<file path="config.mk">
export PLATFORM = sky130hd
export DESIGN_NAME = if_id_hazard_reg
export DESIGN_NICKNAME = d
export VERILOG_FILES = /design/src/rtl/pipeline_pkg.sv /design/src/rtl/stall_watchdog.sv /design/src/rtl/if_id_hazard_reg.sv
export SDC_FILE = /design/constraint.sdc
export NUM_CORES = 1
export LEC_CHECK = 0
export BUFFER_PORTS_ARGS = -buffer_cell sky130_fd_sc_hd__buf_2
export CORE_MARGIN = 5
export CORE_UTILIZATION = 48
export DETAILED_ROUTE_END_ITERATION = 8
export PLACE_DENSITY_LB_ADDON = 0.08
export SLEW_MARGIN = 20
export SYNTH_ARGS = -nofsm -noshare
export SYNTH_HDL_FRONTEND = slang
export SYNTH_SLANG_ARGS = --single-unit
</file>
<file path="constraint.sdc">
create_clock -name clk -period 2.7 [get_ports clk]
set_input_delay 0.54 -clock clk [delete_from_list [all_inputs] [get_ports clk]]
set_output_delay 0.54 -clock clk [all_outputs]
set_load 0.02 [all_outputs]
</file>
<file path="src/rtl/pipeline_pkg.sv">
// Shared pipeline definitions: the NOP encoding, opcode field constants and the
// hazard controller state encoding.
package pipeline_pkg;

    localparam logic [5:0]  OPC_RTYPE      = 6'b000000;
    localparam logic [5:0]  OPC_STORE_MASK = 6'b101000;
    localparam logic [5:0]  OPC_JUMP_MASK  = 6'b000010;
    localparam logic [31:0] NOP_INSTR      = {OPC_RTYPE, 26'd0};
    localparam int          CNT_W          = 4;

    typedef enum logic {
        RUN   = 1'b0,
        STALL = 1'b1
    } hz_state_t;

endpackage

</file>
<file path="src/rtl/stall_watchdog.sv">
// Consecutive-stall watchdog: counts held cycles, converts the stall into a
// forced advance once MAX_STALL is reached and latches a sticky overflow flag.
module stall_watchdog
    import pipeline_pkg::*;
#(
    parameter int MAX_STALL = 1
) (
    input  logic clk,
    input  logic reset,
    input  logic eff_stall,
    input  logic flush_req,
    output logic hold,
    output logic stall_overflow
);

    localparam logic [CNT_W-1:0] MAX_CNT = CNT_W'(MAX_STALL);

    hz_state_t        state;
    hz_state_t        state_nxt;
    logic [CNT_W-1:0] cnt;
    logic [CNT_W-1:0] cnt_nxt;
    logic             release_wd;

    always_comb begin
        hold       = 1'b0;
        release_wd = 1'b0;
        state_nxt  = RUN;
        cnt_nxt    = '0;
        if (!flush_req && eff_stall) begin
            if (cnt < MAX_CNT) begin
                hold      = 1'b1;
                state_nxt = STALL;
                // a fresh stall out of RUN always starts counting at one
                cnt_nxt   = (state == RUN) ? CNT_W'(1) : cnt + CNT_W'(1);
            end else begin
                release_wd = 1'b1;
            end
        end
    end

    always_ff @(posedge clk) begin
        if (reset) begin
            state          <= RUN;
            cnt            <= '0;
            stall_overflow <= 1'b0;
        end else begin
            state <= state_nxt;
            cnt   <= cnt_nxt;
            if (release_wd)
                stall_overflow <= 1'b1;
        end
    end

endmodule

</file>
<file path="src/rtl/if_id_hazard_reg.sv">
// IF/ID pipeline register with load-use stall, flush and stall watchdog.
// Optional held-cycle counter built only when IF_ID_STALL_PERF_EN is defined.
module if_id_hazard_reg
    import pipeline_pkg::*;
#(
    parameter int          MAX_STALL = 1,
    parameter logic [31:0] NOP_INSTR = pipeline_pkg::NOP_INSTR
) (
    input  logic        clk,
    input  logic        reset,
    input  logic        stall_req,
    input  logic        flush_req,
    input  logic [31:0] instr_if,
    input  logic [31:0] pc_plus4_if,
    output logic [31:0] instr_id,
    output logic [31:0] pc_plus4_id,
    output logic        valid_id,
    output logic        pc_write_en,
    output logic        bubble_ex,
    output logic        stall_overflow,
    output logic [31:0] stall_cycles
);

    generate
        if (MAX_STALL < 1 || MAX_STALL > 15) begin : g_bad_max_stall
            $error("if_id_hazard_reg: MAX_STALL must be in 1..15");
        end
    endgenerate

    logic eff_stall;
    logic hold;

    // a bubble sitting in ID has no dependency to protect, so it never stalls
    assign eff_stall = stall_req & valid_id;

    stall_watchdog #(
        .MAX_STALL (MAX_STALL)
    ) u_watchdog (
        .clk            (clk),
        .reset          (reset),
        .eff_stall      (eff_stall),
        .flush_req      (flush_req),
        .hold           (hold),
        .stall_overflow (stall_overflow)
    );

    assign pc_write_en = !reset && !hold;
    assign bubble_ex   = reset || hold;

    always_ff @(posedge clk) begin
        if (reset) begin
            instr_id    <= NOP_INSTR;
            pc_plus4_id <= '0;
            valid_id    <= 1'b0;
        end else if (flush_req) begin
            instr_id    <= NOP_INSTR;
            pc_plus4_id <= pc_plus4_if;
            valid_id    <= 1'b0;
        end else if (!hold) begin
            instr_id    <= instr_if;
            pc_plus4_id <= pc_plus4_if;
            valid_id    <= 1'b1;
        end
    end

`ifdef IF_ID_STALL_PERF_EN
    always_ff @(posedge clk) begin
        if (reset)
            stall_cycles <= '0;
        else if (!pc_write_en && stall_cycles != 32'hFFFF_FFFF)
            stall_cycles <= stall_cycles + 32'd1;
    end
`else
    assign stall_cycles = 32'd0;
`endif

endmodule
</file>
After elaboration in Yosys (flattened, before gate mapping)
Index checks and enable logic that the tools add are counted.
{"block": "word_totals", "out_inout_bits": 100, "regBits": 71}
{"block": "op_classes", "n_addsub": 1, "magnitude_cmp": 1, "n_eq_ne": 1, "n_mux": 7, "reduce_logical": 9, "bitwise_logic": 4}
{"op": "two-way mux 32 bit", "n": 2}
{"op": "two-way mux 1 bit", "n": 5}
{"op": "adder 4 x 1 -> 4 bit, second input constant", "n": 1}
{"op": "less-than comparator 4 x 1 -> 1 bit, second input constant", "n": 1}
{"op": "OR reduction 4 bit", "n": 1}
{"op": "zero test 1 bit", "n": 3}
{"op": "NOT 1 bit", "n": 3}
{"op": "OR reduction 3 bit", "n": 1}
{"op": "logical AND 1 bit", "n": 2}
{"op": "!= test 2 bit, second input constant", "n": 1}
{"op": "OR reduction 2 bit", "n": 1}
{"op": "AND 1 bit", "n": 1}
{"op": "logical OR 1 bit", "n": 1}

Depth between registers and ports, before layout
{"block": "logic_depth", "word_depth": 5, "depth_mapped": 7}

By module
Synthesis repeated with hierarchy kept, for this count alone.
{"block": "unflattened", "hier_cells": 312, "area_unflattened_um2": 3199.3}
{"mod": "if_id_hazard_reg", "cells_per_inst": 289, "instances": 1, "area_per_inst_um2": 2954.1}
{"mod": "stall_watchdog", "cells_per_inst": 23, "instances": 1, "area_per_inst_um2": 245.2}

Least setup slack after synthesis
No wires, ideal clock.
{"block": "synth_timing", "path_kind": "input -> output", "startpoint": "in flush_req", "endpoint": "out pc_write_en", "slack_ps": 784, "path_buffers": 1, "stages": 4, "t_required_ps": 2160, "arrival_ps": 1376, "cell_sequence": "nand3b_1 nor2_8 buf_6 nor2_1"}
{"block": "synth_between", "elab_chain_cells": 5}
{"item": "start, declared", "line_no": "if_id_hazard_reg.sv:12", "rtl": "input logic flush_req,"}
{"item": "zero test 1 bit", "line_no": "stall_watchdog.sv:29", "rtl": "if (!flush_req && eff_stall) begin"}
{"item": "logical AND 1 bit", "line_no": "stall_watchdog.sv:29"}
{"item": "two-way mux 1 bit"}
{"item": "zero test 1 bit"}
{"item": "logical AND 1 bit", "line_no": "if_id_hazard_reg.sv:47", "rtl": "assign pc_write_en = !reset && !hold;"}
{"item": "end, declared", "line_no": "if_id_hazard_reg.sv:18", "rtl": "output logic pc_write_en,"}
No other way between the ends.

Worst setup path after layout
{"block": "layout_timing", "startpoint": "reg u_watchdog.cnt[0]", "endpoint": "out bubble_ex"}
{"block": "layout_between", "elab_chain_cells": 4}
{"item": "start, declared", "line_no": "stall_watchdog.sv:20", "rtl": "logic [CNT_W-1:0] cnt;"}
{"item": "start signal, assigned", "line_no": "stall_watchdog.sv:48", "rtl": "cnt <= cnt_nxt;"}
{"item": "less-than comparator 4 x 1 -> 1 bit", "line_no": "stall_watchdog.sv:30", "rtl": "if (cnt < MAX_CNT) begin"}
{"item": "two-way mux 1 bit", "line_no": "stall_watchdog.sv:30"}
{"item": "two-way mux 1 bit"}
{"item": "logical OR 1 bit", "line_no": "if_id_hazard_reg.sv:48", "rtl": "assign bubble_ex = reset || hold;"}
{"item": "end, declared", "line_no": "if_id_hazard_reg.sv:19", "rtl": "output logic bubble_ex,"}
No other way between the ends.

==> run summary <==
The die extent in x came out at 89.5 um. The portion of total power attributed to the clock network came out at 39.2%. The number of hold-slack violations in the final timing report came to 0. STA classifies the critical path startpoint as a flop. The synthesized area per cell is 8.67 um^2.

Once layout is done, the placed cells without fillers occupy 3790 um^2. For the worst setup path, the data required time is 2.16 ns. The overall global routing resource usage came out at 18.5%. The share of post-route cells with drive strength above 1 is 36.5%. Of the post-synthesis cell area, the dominant cell type holds 46.9%. The clock tree from TritonCTS is yes. The first routing iteration left 119 violations. The proportion of synthesized chip area in sequential cells is 46.9%.

Hold repair after CTS inserted 0 buffers. The routed layout has 2808 vias. Combinational logic is responsible for 13.7% of the overall power.

The area of the core is 6240 um^2. The largest net degree at the start of global routing is 66. The post-synthesis sequential element count is 71. In the layout the commonest cells are 135 x sky130_fd_sc_hd__buf_2, 71 x sky130_fd_sc_hd__dfxtp_1, 46 x sky130_fd_sc_hd__o21ai_0. Setup repair after global routing left no endpoint under its margin. The post-cts sizing count is 0. The worst hold path belongs to the class input pin to flop. The height of the die came out at 89.5 um.

The clock root buffer master is sky130_fd_sc_hd__clkbuf_8. The via-per-instance ratio is 5.10. The register-to-register setup slack came out at 0.92 ns.

The worst setup skew after layout is 0.00513 ns. The number of cells on the worst reg-to-reg path is 6. The leftover overflow at the end of global routing is 0.

The worst setup slack after layout is 0.424 ns. In this run the count of I/O pins placed on the die edge is 168. In this run the worst path has a maximum fanout of 3. The cell depth of the worst min-delay path is 2. The worst path in the final design needs a cycle of 2.28 ns, including I/O delays and setup. The total number of yosys warnings is 0. The power density over the cells is 628 nW/um^2. The internal portion of total power is 1770 uW. The synthesized netlist cell count is 350.

At the later pin of the worst-skew pair, clock insertion delay measures 0.33 ns. The final weighted congestion of routability-driven global placement is 0.731. The count of TritonRoute iterations in the first routing pass is 4. The post-DP HPWL is 5.11 mm.

The maximum ir drop on the vdd rail came out at 0.303 mV. The initial antenna violation count came to 0. The floorplan die area is 8010 um^2. The wire length of the first global-routing pass came out at 11.6 mm.

The number of buffers inserted by port buffering came out at 135. The number of global-route vias before repair is 2497. The starting utilization of the core area came out at 48.6%. The master of the slowest instance on the critical path is sky130_fd_sc_hd__or3b_1. The clock edge transition at the registers on the reported setup and hold paths is 0.07 ns. In this run the cell area of the synthesized design comes to 3030 um^2.

Yosys attributes the largest share of cell area to sky130_fd_sc_hd__dfxtp_1 47%, sky130_fd_sc_hd__buf_4 7.9%, sky130_fd_sc_hd__o21ai_0 7.6%. Walking the worst path, the cells encountered are inv_1 > ha_1 > or3b_1 > nor2_8 > or2_2 > buf_2. The worst setup path is of the flop to primary output kind.

The sum of negative setup slack is 0 ns. The number of placement rows is 29. TritonCTS created 9 clock buffers. The max-slew violation count came out at 0. The total clock sinks came out at 71. The area growth from synthesis to final layout came out at 25.0%. After detailed routing, the total wire length is 7.65 mm. The worst setup path is captured at a primary output. The buffer count from post-CTS setup fixing is 0. Yosys mapped the design onto 28 distinct sky130hd cell types. The number of nets in the final layout came out at 539. The highest clock frequency the design can meet is 0.439 GHz. The tool flagged a number of max-cap violations equal to 0. Setup violations remaining at the end of the flow were counted as 0. Before CTS, the worst setup slack after placement is 0.743 ns.

The final routed DRC violation total came out at 0. The switching share of total power came out at 25.5%. The leakage dissipation is 0.00177 uW. The largest total area in the synthesized netlist belongs to sky130_fd_sc_hd__dfxtp_1. The worst endpoint data arrival time is 1.74 ns. The maximum cell stage delay along the critical path came out at 0.46 ns.

The repair_antennas step left the layout with diodes totalling 0. The buffer depth of the longest clock path came out at 2. The average wire per standard cell is 13.9 um. The number of antenna-violating nets in the routed design is 0. In this run the cell area measured after placement is 3570 um^2. The most frequent standard cell in the layout excluding fill and tap cells is sky130_fd_sc_hd__buf_2. The flow ran to the end, and the final reports show no timing, DRC or antenna violations. The share of the clock period used by the worst path came out at 84.3%. The fraction of power consumed by sequential logic came out at 47.1%. The H-tree was split into 3 levels. The net switching power came out at 608 uW.
-- final timing paths --
kind                                   startpoint            to
worst max register to register  u_watchdog.cnt[0]   instr_id[1]
worst max-delay path            u_watchdog.cnt[0]     bubble_ex
worst min-delay path                    flush_req      valid_id
worst min register to register       instr_id[22]  instr_id[22]
-- cells in the mapped netlist --
library cell and instances:
sky130_fd_sc_hd__nand4_1 32, sky130_fd_sc_hd__and3b_1 1, sky130_fd_sc_hd__nor2_8 1, sky130_fd_sc_hd__buf_6 6, sky130_fd_sc_hd__conb_1 1, sky130_fd_sc_hd__or3b_1 1, sky130_fd_sc_hd__or2_2 1, sky130_fd_sc_hd__buf_8 1
sky130_fd_sc_hd__a21boi_1 1, sky130_fd_sc_hd__xor2_1 1, sky130_fd_sc_hd__nor3_4 1, sky130_fd_sc_hd__buf_2 20, sky130_fd_sc_hd__a21oi_1 33, sky130_fd_sc_hd__and3_1 2, sky130_fd_sc_hd__ha_1 2, sky130_fd_sc_hd__nor2_1 3
sky130_fd_sc_hd__o21ai_2 10, sky130_fd_sc_hd__dfxtp_1 71, sky130_fd_sc_hd__nor3b_1 1, sky130_fd_sc_hd__nand3_1 32, sky130_fd_sc_hd__clkbuf_2 3, sky130_fd_sc_hd__inv_1 2, sky130_fd_sc_hd__clkbuf_1 5, sky130_fd_sc_hd__buf_4 32
sky130_fd_sc_hd__o21ai_0 46, sky130_fd_sc_hd__nand2_1 32, sky130_fd_sc_hd__nand3b_1 1, sky130_fd_sc_hd__o21ai_1 8
-- layer usage --
| layer | up-vias | share of wire (%) | track usage (%) |
|---|---|---|---|
| met5 | - | 0 | 0 |
| met4 | 0 | 2.0 | 9.47 |
| met3 | 16 | 8.2 | 3.69 |
| met2 | 104 | 48 | 29.4 |
| met1 | 1288 | 42 | 23.9 |
| li1 | 1400 | - | - |
-- stage by stage --
stage / hold slack [ns] / power (uW) / util (%) / instances
2_1_floorplan: 0.416 / 1390 / - / 382
3_3_place_gp: 0.444 / 1470 / 57.2 / 535
3_5_place_dp: 0.444 / 1470 / 57.2 / 535
4_1_cts: 0.423 / 2420 / 60.7 / 551
5_1_grt: 0.427 / 2490 / 60.7 / 551
6_report: 0.440 / 2380 / 60.7 / 551
-- logic make-up after synthesis --
group | after synthesis | share of synthesized area (%)
buffers and inverters | 69 | 15.3
XOR/XNOR | 1 | 0.289
adder cells (fa/ha/maj) | 2 | 0.825
AO/OA/AOI/OAI | 98 | 17.5
flip-flops | 71 | 46.9
other | 1 | 0.124
AND/OR/NAND/NOR | 108 | 19.1
-- power groups by stage --
stage / clock, uW / combinational [uW] / sequential [uW]
6_report: 934 / 326 / 1120
5_1_grt: 1010 / 358 / 1130
4_1_cts: 970 / 328 / 1120
3_5_place_dp: 0 / 328 / 1140
3_3_place_gp: 0 / 327 / 1140
2_1_floorplan: 0 / 186 / 1200
-- cell type report --
class                   instances  area, um^2
well taps                      77        96.3
clock buffers                  13         159
flip-flops and latches         71        1420
inverters                       2        7.51
repair buffers                143         761
fillers                       577        2450
multi-input cells             242        1280
clock inverters                 3        65.1
-- sequential cells by signal, indices dropped and copies added, names as in the netlist --
signal / count
pc_plus4_id: 32
u_watchdog.stall_overflow: 1
u_watchdog.state: 1
valid_id: 1
instr_id: 32
u_watchdog.cnt: 4
-- worst max-delay path: cells and delay by family, from the launching register on --
family        cells  cell delay [ns]
fa+ha+maj         1             0.15
flops             1             0.33
buf+inv           2             0.22
simple gates      3             0.71
(Power assumes the default switching activity.)
